===== src/rtl/ecc_secded_link_if.sv =====
// Bus bundle for the SECDED link stage: input handshake, output handshake and error statistics.
// The master drives words and out_ready; the slave is the link stage itself.
interface ecc_secded_link_if #(
   parameter int unsigned DATA_W = 32,
   parameter int unsigned CNT_W  = 16
);
   localparam int unsigned P  = (DATA_W <= 4)  ? 3 :
                                (DATA_W <= 11) ? 4 :
                                (DATA_W <= 26) ? 5 :
                                (DATA_W <= 57) ? 6 : 7;
   localparam int unsigned CW = DATA_W + P + 1;

   logic              in_valid;
   logic              in_ready;
   logic [DATA_W-1:0] in_data;
   logic [CW-1:0]     inj_mask;
   logic              out_valid;
   logic              out_ready;
   logic [DATA_W-1:0] out_data;
   logic              out_err_single;
   logic              out_err_double;
   logic [P-1:0]      out_syndrome;
   logic              cnt_clr;
   logic [CNT_W-1:0]  corr_count;
   logic [CNT_W-1:0]  uncorr_count;

   modport master (
      output in_valid, in_data, inj_mask, out_ready, cnt_clr,
      input  in_ready, out_valid, out_data, out_err_single, out_err_double, out_syndrome,
             corr_count, uncorr_count
   );

   modport slave (
      input  in_valid, in_data, inj_mask, out_ready, cnt_clr,
      output in_ready, out_valid, out_data, out_err_single, out_err_double, out_syndrome,
             corr_count, uncorr_count
   );
endinterface


===== src/rtl/ecc_secded_link.sv =====
// SECDED link stage: encode + fault injection into a transfer register, then decode/correct
// into an output register with ready/valid backpressure and saturating error counters.
module ecc_secded_link #(
   parameter int unsigned DATA_W = 32,
   parameter int unsigned CNT_W  = 16
) (
   input logic               clk,
   input logic               rst_n,
   ecc_secded_link_if.slave  link_io
);
   localparam int unsigned P  = (DATA_W <= 4)  ? 3 :
                                (DATA_W <= 11) ? 4 :
                                (DATA_W <= 26) ? 5 :
                                (DATA_W <= 57) ? 6 : 7;
   localparam int unsigned CW = DATA_W + P + 1;

   // Data bits fill the non-power-of-two positions in ascending order.
   function automatic logic [CW-1:0] encode(input logic [DATA_W-1:0] d);
      logic [CW-1:0]     c;
      logic [DATA_W-1:0] rem;
      logic              par;
      c   = '0;
      rem = d;
      for (int i = 1; i < CW; i++) begin
         if ((i & (i - 1)) != 0) begin
            c[i] = rem[0];
            rem  = rem >> 1;
         end
      end
      for (int k = 0; k < P; k++) begin
         par = 1'b0;
         for (int i = 1; i < CW; i++) begin
            if (((i >> k) & 1) == 1) par = par ^ c[i];
         end
         c[1 << k] = par;
      end
      c[0] = ^c[CW-1:1];
      return c;
   endfunction

   function automatic logic [DATA_W-1:0] extract(input logic [CW-1:0] c);
      logic [DATA_W-1:0] d;
      d = '0;
      for (int i = 1; i < CW; i++) begin
         if ((i & (i - 1)) != 0) d = {c[i], d[DATA_W-1:1]};
      end
      return d;
   endfunction

   logic [CW-1:0]     s1_q, s1_d;
   logic              s1_valid_q, s1_valid_d;
   logic              out_valid_q, out_valid_d;
   logic [DATA_W-1:0] data_q, data_d;
   logic              single_q, single_d;
   logic              double_q, double_d;
   logic [P-1:0]      syn_q, syn_d;
   logic [CNT_W-1:0]  corr_q, corr_d;
   logic [CNT_W-1:0]  uncorr_q, uncorr_d;

   logic          advance;
   logic          in_hs;
   logic          out_hs;
   logic [P-1:0]  dec_syn;
   logic          dec_mm;
   logic          dec_single;
   logic          dec_double;
   logic [CW-1:0] dec_fixed;

   assign advance = !out_valid_q || link_io.out_ready;
   assign in_hs   = link_io.in_valid && link_io.in_ready;
   assign out_hs  = out_valid_q && link_io.out_ready;

   always_comb begin
      dec_syn = '0;
      for (int i = 1; i < CW; i++) begin
         if (s1_q[i]) dec_syn = dec_syn ^ i[P-1:0];
      end
      dec_mm     = ^s1_q;
      // Syndrome 0 with a mismatch is the overall-parity bit itself.
      dec_single = dec_mm && (32'(dec_syn) < CW);
      dec_double = !dec_single && (dec_mm || (dec_syn != '0));
      dec_fixed  = dec_single ? (s1_q ^ (CW'(1) << dec_syn)) : s1_q;
   end

   always_comb begin
      s1_d        = s1_q;
      s1_valid_d  = s1_valid_q;
      out_valid_d = out_valid_q;
      data_d      = data_q;
      single_d    = single_q;
      double_d    = double_q;
      syn_d       = syn_q;
      if (in_hs) begin
         s1_d       = encode(link_io.in_data) ^ link_io.inj_mask;
         s1_valid_d = 1'b1;
      end else if (advance) begin
         s1_valid_d = 1'b0;
      end
      if (advance) begin
         out_valid_d = s1_valid_q;
         if (s1_valid_q) begin
            data_d   = extract(dec_fixed);
            single_d = dec_single;
            double_d = dec_double;
            syn_d    = dec_syn;
         end
      end
   end

   always_comb begin
      corr_d   = corr_q;
      uncorr_d = uncorr_q;
      if (link_io.cnt_clr) begin
         corr_d   = '0;
         uncorr_d = '0;
      end else if (out_hs) begin
         if (single_q && (corr_q != '1)) corr_d = corr_q + CNT_W'(1);
         if (double_q && (uncorr_q != '1)) uncorr_d = uncorr_q + CNT_W'(1);
      end
   end

   always_ff @(posedge clk or negedge rst_n) begin
      if (!rst_n) begin
         s1_q        <= '0;
         s1_valid_q  <= 1'b0;
         out_valid_q <= 1'b0;
         data_q      <= '0;
         single_q    <= 1'b0;
         double_q    <= 1'b0;
         syn_q       <= '0;
         corr_q      <= '0;
         uncorr_q    <= '0;
      end else begin
         s1_q        <= s1_d;
         s1_valid_q  <= s1_valid_d;
         out_valid_q <= out_valid_d;
         data_q      <= data_d;
         single_q    <= single_d;
         double_q    <= double_d;
         syn_q       <= syn_d;
         corr_q      <= corr_d;
         uncorr_q    <= uncorr_d;
      end
   end

   assign link_io.in_ready       = !s1_valid_q || advance;
   assign link_io.out_valid      = out_valid_q;
   assign link_io.out_data       = data_q;
   assign link_io.out_err_single = single_q;
   assign link_io.out_err_double = double_q;
   assign link_io.out_syndrome   = syn_q;
   assign link_io.corr_count     = corr_q;
   assign link_io.uncorr_count   = uncorr_q;
endmodule


===== src/flat_wrapper.sv =====
// flat-port wrapper written by rule: the top's interface ports become plain ports
module ecc_secded_link_flat 
#(
   parameter int unsigned DATA_W = 32,
   parameter int unsigned CNT_W  = 16
)
  (clk, rst_n, link_io_in_valid, link_io_in_data, link_io_inj_mask, link_io_out_ready, link_io_cnt_clr, link_io_in_ready, link_io_out_valid, link_io_out_data, link_io_out_err_single, link_io_out_err_double, link_io_out_syndrome, link_io_corr_count, link_io_uncorr_count);
  ecc_secded_link_if #(.DATA_W(DATA_W), .CNT_W(CNT_W)) link_io_i ();
  input logic clk;
  input logic rst_n;
  input wire logic [$bits(link_io_i.in_valid)-1:0] link_io_in_valid;
  input wire logic [$bits(link_io_i.in_data)-1:0] link_io_in_data;
  input wire logic [$bits(link_io_i.inj_mask)-1:0] link_io_inj_mask;
  input wire logic [$bits(link_io_i.out_ready)-1:0] link_io_out_ready;
  input wire logic [$bits(link_io_i.cnt_clr)-1:0] link_io_cnt_clr;
  output wire logic [$bits(link_io_i.in_ready)-1:0] link_io_in_ready;
  output wire logic [$bits(link_io_i.out_valid)-1:0] link_io_out_valid;
  output wire logic [$bits(link_io_i.out_data)-1:0] link_io_out_data;
  output wire logic [$bits(link_io_i.out_err_single)-1:0] link_io_out_err_single;
  output wire logic [$bits(link_io_i.out_err_double)-1:0] link_io_out_err_double;
  output wire logic [$bits(link_io_i.out_syndrome)-1:0] link_io_out_syndrome;
  output wire logic [$bits(link_io_i.corr_count)-1:0] link_io_corr_count;
  output wire logic [$bits(link_io_i.uncorr_count)-1:0] link_io_uncorr_count;
  assign link_io_i.in_valid = link_io_in_valid;
  assign link_io_i.in_data = link_io_in_data;
  assign link_io_i.inj_mask = link_io_inj_mask;
  assign link_io_i.out_ready = link_io_out_ready;
  assign link_io_i.cnt_clr = link_io_cnt_clr;
  assign link_io_in_ready = link_io_i.in_ready;
  assign link_io_out_valid = link_io_i.out_valid;
  assign link_io_out_data = link_io_i.out_data;
  assign link_io_out_err_single = link_io_i.out_err_single;
  assign link_io_out_err_double = link_io_i.out_err_double;
  assign link_io_out_syndrome = link_io_i.out_syndrome;
  assign link_io_corr_count = link_io_i.corr_count;
  assign link_io_uncorr_count = link_io_i.uncorr_count;
  ecc_secded_link #(.DATA_W(DATA_W), .CNT_W(CNT_W)) u_core (.clk(clk), .rst_n(rst_n), .link_io(link_io_i));
endmodule

===== config.mk =====
export PLATFORM = sky130hd
export DESIGN_NAME = ecc_secded_link_flat
export DESIGN_NICKNAME = d
export VERILOG_FILES = /design/src/rtl/ecc_secded_link_if.sv /design/src/rtl/ecc_secded_link.sv /design/src/flat_wrapper.sv
export SDC_FILE = /design/constraint.sdc
export NUM_CORES = 1
export LEC_CHECK = 0
export CORE_MARGIN = 2
export CORE_UTILIZATION = 25
export DETAILED_ROUTE_END_ITERATION = 7
export GPL_TIMING_DRIVEN = 1
export PLACE_DENSITY = 0.46
export SYNTH_ARGS = -nofsm -noshare
export SYNTH_HDL_FRONTEND = slang
export SYNTH_SLANG_ARGS = --single-unit

===== constraint.sdc =====
create_clock -name clk -period 3.4 [get_ports clk]
set_clock_uncertainty 0.1 [all_clocks]
set_input_delay 0.51 -clock clk [delete_from_list [all_inputs] [get_ports clk]]
set_output_delay 0.51 -clock clk [all_outputs]
set_load 0.03 [all_outputs]

==> Implementation_results.wiki <==
{| class="wikitable"
! Metric !! Value
|-
| Worst R2R Path Depth || 8
|-
| Final standard cell count with taps included and fillers excluded || ~1.2k
|-
| Net count of the finished layout || between 900 and 1k
|-
| Crit path buf inv count || 0
|-
| Setup repair bufs after CTS || 0
|-
| Setup repair after global routing missed its margin || no
|-
| Die W || between 150 and 200 um
|-
| Drt drc || 16
|-
| Worst Hold Launch || u_core.link_io.out_syndrome[2]$_DFFE_PN0P_
|-
| Clk pin slew, worst setup/hold paths || approximately 0.06 ns
|-
| Setup_tns || 0 ns
|-
| Adder-Cell Fraction of Synth Area || 0.003748
|-
| Worst Path Class, Setup || flop to flop
|-
| Final instance area || approximately 9200 um2
|-
| Hold EP || u_core.link_io.out_syndrome[2]$_DFFE_PN0P_
|-
| Core Footprint || around 26000 um2
|-
| Worst-Skew Late Latency || ~0.4 ns
|-
| Die area || approximately 28000 um2
|-
| Max Transition Viols Final || 0
|-
| Result of the run || complete, but fails checks
|-
| Largest net degree at the start of global routing || 79
|-
| Min cycle time layout || about 3 ns
|-
| Worst vdd rail ir drop || 0.0008364 V
|-
| Buffer type at the clock tree root || sky130_fd_sc_hd__clkbuf_16
|-
| Setup violation total in the final timing report || 0
|-
| Register bit count reported by yosys || about 110
|-
| Setup slack, reg-to-reg || around 0.39 ns
|-
| Compound-gate portion of the synthesized area || 0.07309
|-
| Stage delay of the slowest cell on the critical path || approximately 0.70 ns
|-
| Chain of cells forming the critical path || xor2_2 -> xnor2_2 -> xnor3_2 -> xnor2_2 -> or4b_1 -> nor3_2 -> xnor2_1 -> o21ai_1
|-
| Transition time at the pin with the least slew margin || between 0.6 and 0.7 ns
|-
| HPWL after DPL || around 15000 um
|-
| Post-synthesis share of cell area spent on and, or, nand and nor gates || 0.1597
|-
| Cell depth of the worst min-delay path || 2
|-
| Syn_area_per_cell || approximately 9.6 um2
|-
| RePlAce Congestion || about 0.81
|-
| Fraction of post-synthesis cell area in the top cell type by area || 0.4235
|-
| Layout overhead on the synthesized area || 38.08%
|-
| Yosys warning total || 0
|-
| Type of element capturing the critical path || flop
|-
| Via count of the first global-routing pass || 5110
|-
| Overflow left after global routing || 0
|-
| Final Hold Vio Count || 0
|-
| Critical path's slowest cell || sky130_fd_sc_hd__or4b_1
|-
| Total track usage || 0.1376
|-
| CP arrival || between 3 and 4 ns
|-
| Total of buffers placed on input and output ports || roughly 150
|-
| Overall via count from detail_route || roughly 5.1k
|-
| Count of placed standard cells including taps || around 1.2k
|-
| Count of antenna diodes in the layout || 0
|-
| Reg2reg end || u_core.link_io.out_data[11]$_DFFE_PN0P_
|-
| Maximum operating frequency || ~330 MHz
|-
| Startpoint type of the worst setup path || flop
|-
| Number of levels in the clock H-tree || 4
|-
| Mux contribution to synthesized area || 0.004498
|-
| Setup slack after layout || around 0.39 ns
|-
| Static leakage power || about 3.5 nW
|-
| Max_cap viols || 0
|-
| Critical path required time || roughly 3.6 ns
|-
| Number of vias per cell after detailed routing || about 4.3
|-
| Initial antenna violation count || 0
|-
| Period Utilization, post-route || 0.8853
|-
| Share of synthesized area occupied by flip-flops and latches || 0.4235
|-
| Number of top-level pins || 150
|-
| Routed wire per std cell || roughly 16 um
|-
| Number of placement rows || 59
|-
| Launching point of the worst reg2reg path || u_core.s1_q[14]$_DFFE_PN0P_
|-
| Wire length of the first global-routing pass || between 20000 and 30000 um
|-
| Failing checks || DRC
|-
| CP Max Fanout || 9
|-
| Initial standard-cell utilization of the core || 0.2555
|-
| CTS Sinks || around 110
|-
| Worst-case setup slack after placement || roughly 0.38 ns
|-
| Power density over the cells || around 1000 nW/um2
|-
| Class of the tightest hold or removal check || flop to flop
|-
| Instance area after placement || ~8600 um2
|-
| Main area contributors after synthesis || sky130_fd_sc_hd__dfrtp_1 (42%), sky130_fd_sc_hd__xnor2_1 (23%), sky130_fd_sc_hd__xor2_1 (6.6%), sky130_fd_sc_hd__nand2_1 (6.1%), sky130_fd_sc_hd__o21ai_0 (3.6%)
|-
| Largest area contributor in the netlist || sky130_fd_sc_hd__dfrtp_1
|-
| Netlist area before placement || around 6700 um2
|-
| Fraction of layout instances using a drive strength above 1 || 0.06813
|-
| Post-synth cell types || 42
|-
| Clock tree from TritonCTS || done
|-
| First DRT Iteration DRCs || between 400 and 500
|-
| Count of antenna-violating nets left after detailed routing || 0
|-
| Synth Area in XOR/XNOR || 0.3218
|-
| Synth Instances || 696
|-
| Total CTS buffers || 17
|-
| Cell occurring most often along the worst timing path || sky130_fd_sc_hd__xnor2_2
|-
| Maximum root-to-sink buffer count || 2
|-
| Largest family of logic cells by synthesized area || XOR/XNOR gates
|-
| Number of iterations in the first detailed-routing pass || 6
|-
| Die span in y || 167.4 um
|-
| Largest delay share family, worst path || XOR/XNOR gates
|-
| Total of cells resized after clock tree synthesis || 0
|-
| Number of buffers inserted for hold repair after clock tree synthesis || 1
|-
| Synthesized netlist net count || a little under 800
|-
| Normalized max-slew margin || 0.5443
|-
| Aggregate routed wire length || between 15000 and 20000 um
|}
registers in the layout, indices dropped and copies added (netlist names):
signal                         count
u_core.link_io.corr_count         16
u_core.s1_valid_q                  1
u_core.link_io.out_err_single      1
u_core.s1_q                       39
u_core.link_io.out_syndrome        6
u_core.link_io.out_err_double      1
u_core.link_io.uncorr_count       16
u_core.link_io.out_valid           1
u_core.link_io.out_data           32
logic make-up after synthesis:
kind of cell | count (synthesis)
buf+inv | 24
xor+xnor | 234
mux | 3
compound gates | 89
simple gates | 231
fa+ha+maj | 2
flops | 113
layout make-up:
type / count / area (um2)
Timing Repair Buffer: 162 / 1627
Sequential cell: 113 / 2828
Fill cell: 2735 / 16910
Multi-Input combinational cell: 559 / 3762
Clock buffer: 22 / 474.2
Clock inverter: 10 / 108.9
Tap cell: 335 / 419.2
cell usage after synthesis:
| master | count |
|---|---|
| sky130_fd_sc_hd__xnor2_1 | 175 |
| sky130_fd_sc_hd__dfrtp_1 | 113 |
| sky130_fd_sc_hd__nand2_1 | 109 |
| sky130_fd_sc_hd__nor2_1 | 52 |
| sky130_fd_sc_hd__xor2_1 | 50 |
| sky130_fd_sc_hd__o21ai_0 | 48 |
| sky130_fd_sc_hd__o21ai_1 | 29 |
| sky130_fd_sc_hd__clkbuf_1 | 20 |
| sky130_fd_sc_hd__nand3_1 | 14 |
| sky130_fd_sc_hd__nor3_1 | 12 |
| sky130_fd_sc_hd__nand4_1 | 9 |
| sky130_fd_sc_hd__a21oi_1 | 5 |
| sky130_fd_sc_hd__and2_1 | 5 |
| sky130_fd_sc_hd__and4_1 | 5 |
| sky130_fd_sc_hd__and3_1 | 4 |
| sky130_fd_sc_hd__nand2b_1 | 4 |
| sky130_fd_sc_hd__xnor2_2 | 4 |
| sky130_fd_sc_hd__buf_1 | 3 |
| sky130_fd_sc_hd__mux2i_1 | 3 |
| sky130_fd_sc_hd__nor3_2 | 3 |
| sky130_fd_sc_hd__a211oi_1 | 2 |
| sky130_fd_sc_hd__a21o_1 | 2 |
| sky130_fd_sc_hd__ha_1 | 2 |
| sky130_fd_sc_hd__nand3b_1 | 2 |
| sky130_fd_sc_hd__nor2b_1 | 2 |
| sky130_fd_sc_hd__or3_1 | 2 |
| sky130_fd_sc_hd__xnor3_1 | 2 |
| sky130_fd_sc_hd__a2111o_1 | 1 |
| sky130_fd_sc_hd__a2111oi_4 | 1 |
| sky130_fd_sc_hd__a41oi_1 | 1 |
| sky130_fd_sc_hd__buf_2 | 1 |
| sky130_fd_sc_hd__nand4b_1 | 1 |
| sky130_fd_sc_hd__nand4bb_1 | 1 |
| sky130_fd_sc_hd__nor3b_1 | 1 |
| sky130_fd_sc_hd__nor3b_2 | 1 |
| sky130_fd_sc_hd__nor4_1 | 1 |
| sky130_fd_sc_hd__nor4_2 | 1 |
| sky130_fd_sc_hd__or3_4 | 1 |
| sky130_fd_sc_hd__or4b_1 | 1 |
| sky130_fd_sc_hd__xnor2_4 | 1 |
| sky130_fd_sc_hd__xnor3_2 | 1 |
| sky130_fd_sc_hd__xor2_2 | 1 |
layer usage:
layer / vias to the layer above / part of all wire / global-route usage
li1: 2608 / - / -
met1: 2352 / 0.50 / 0.1934
met2: 163 / 0.43 / 0.2071
met3: 19 / 0.056 / 0.03356
met4: 0 / 0.016 / 0.04612
met5: - / 0 / 0
metrics by stage:
stage / util / hold slack (ns) / total power [mW]
6_report: 0.3528 / 0.3691 / 9.221
3_5_place_dp: 0.3301 / 0.3629 / 7.522
2_1_floorplan: - / 0.1144 / 5.751
5_1_grt: 0.3528 / 0.3950 / 9.845
4_1_cts: 0.3528 / 0.3761 / 9.310
3_3_place_gp: 0.3301 / 0.3600 / 7.548
power breakdown:
| group | internal (mW) | switching (mW) | total [mW] |
|---|---|---|---|
| registers | 1.67 | 0.306 | 1.98 |
| clock network | 1.13 | 0.630 | 1.76 |
| logic | 2.13 | 3.35 | 5.49 |
| total | 4.93 | 4.29 | 9.22 |
how the worst max path moves through the flow:
stage / startpoint / slack (ns) / end / cells past startpoint
2_1_floorplan: u_core.s1_q[12]$_DFFE_PN0P_ / 0.62 / u_core.link_io.out_data[18]$_DFFE_PN0P_ / 9
3_3_place_gp: u_core.s1_q[12]$_DFFE_PN0P_ / 0.40 / u_core.link_io.out_data[18]$_DFFE_PN0P_ / 8
3_5_place_dp: u_core.s1_q[14]$_DFFE_PN0P_ / 0.38 / u_core.link_io.out_data[15]$_DFFE_PN0P_ / 8
4_1_cts: u_core.s1_q[14]$_DFFE_PN0P_ / 0.37 / u_core.link_io.out_data[20]$_DFFE_PN0P_ / 8
5_1_grt: u_core.s1_q[14]$_DFFE_PN0P_ / 0.12 / u_core.link_io.out_data[23]$_DFFE_PN0P_ / 8
6_report: u_core.s1_q[14]$_DFFE_PN0P_ / 0.39 / u_core.link_io.out_data[11]$_DFFE_PN0P_ / 8
cells in the final DEF, fill, tap and decap left out, types with 4 or more instances in the layout:
cell                              synthesis  layout
sky130_fd_sc_hd__a21oi_1                  5       5
sky130_fd_sc_hd__and2_1                   5       5
sky130_fd_sc_hd__and3_1                   4       4
sky130_fd_sc_hd__and4_1                   5       5
sky130_fd_sc_hd__buf_4                    0      10
sky130_fd_sc_hd__clkbuf_16                0      17
sky130_fd_sc_hd__clkdlybuf4s50_1          0     148
sky130_fd_sc_hd__clkinv_2                 0       5
sky130_fd_sc_hd__dfrtp_1                113     113
sky130_fd_sc_hd__nand2_1                109     107
sky130_fd_sc_hd__nand2b_1                 4       4
sky130_fd_sc_hd__nand3_1                 14      14
sky130_fd_sc_hd__nand4_1                  9       9
sky130_fd_sc_hd__nor2_1                  52      52
sky130_fd_sc_hd__nor3_1                  12      12
sky130_fd_sc_hd__o21ai_0                 48      48
sky130_fd_sc_hd__o21ai_1                 29      29
sky130_fd_sc_hd__xnor2_1                175     175
sky130_fd_sc_hd__xnor2_2                  4       4
sky130_fd_sc_hd__xor2_1                  50      50
worst reg2reg max path: stages, from the launching register on:
cell                      delay, ns
sky130_fd_sc_hd__dfrtp_1       0.45
sky130_fd_sc_hd__xor2_2        0.19
sky130_fd_sc_hd__xnor2_2       0.31
sky130_fd_sc_hd__xnor3_2       0.50
sky130_fd_sc_hd__xnor2_2       0.24
sky130_fd_sc_hd__or4b_1        0.70
sky130_fd_sc_hd__nor3_2        0.20
sky130_fd_sc_hd__xnor2_1       0.14
sky130_fd_sc_hd__o21ai_1       0.07
Power figures use the tool's default switching activity.
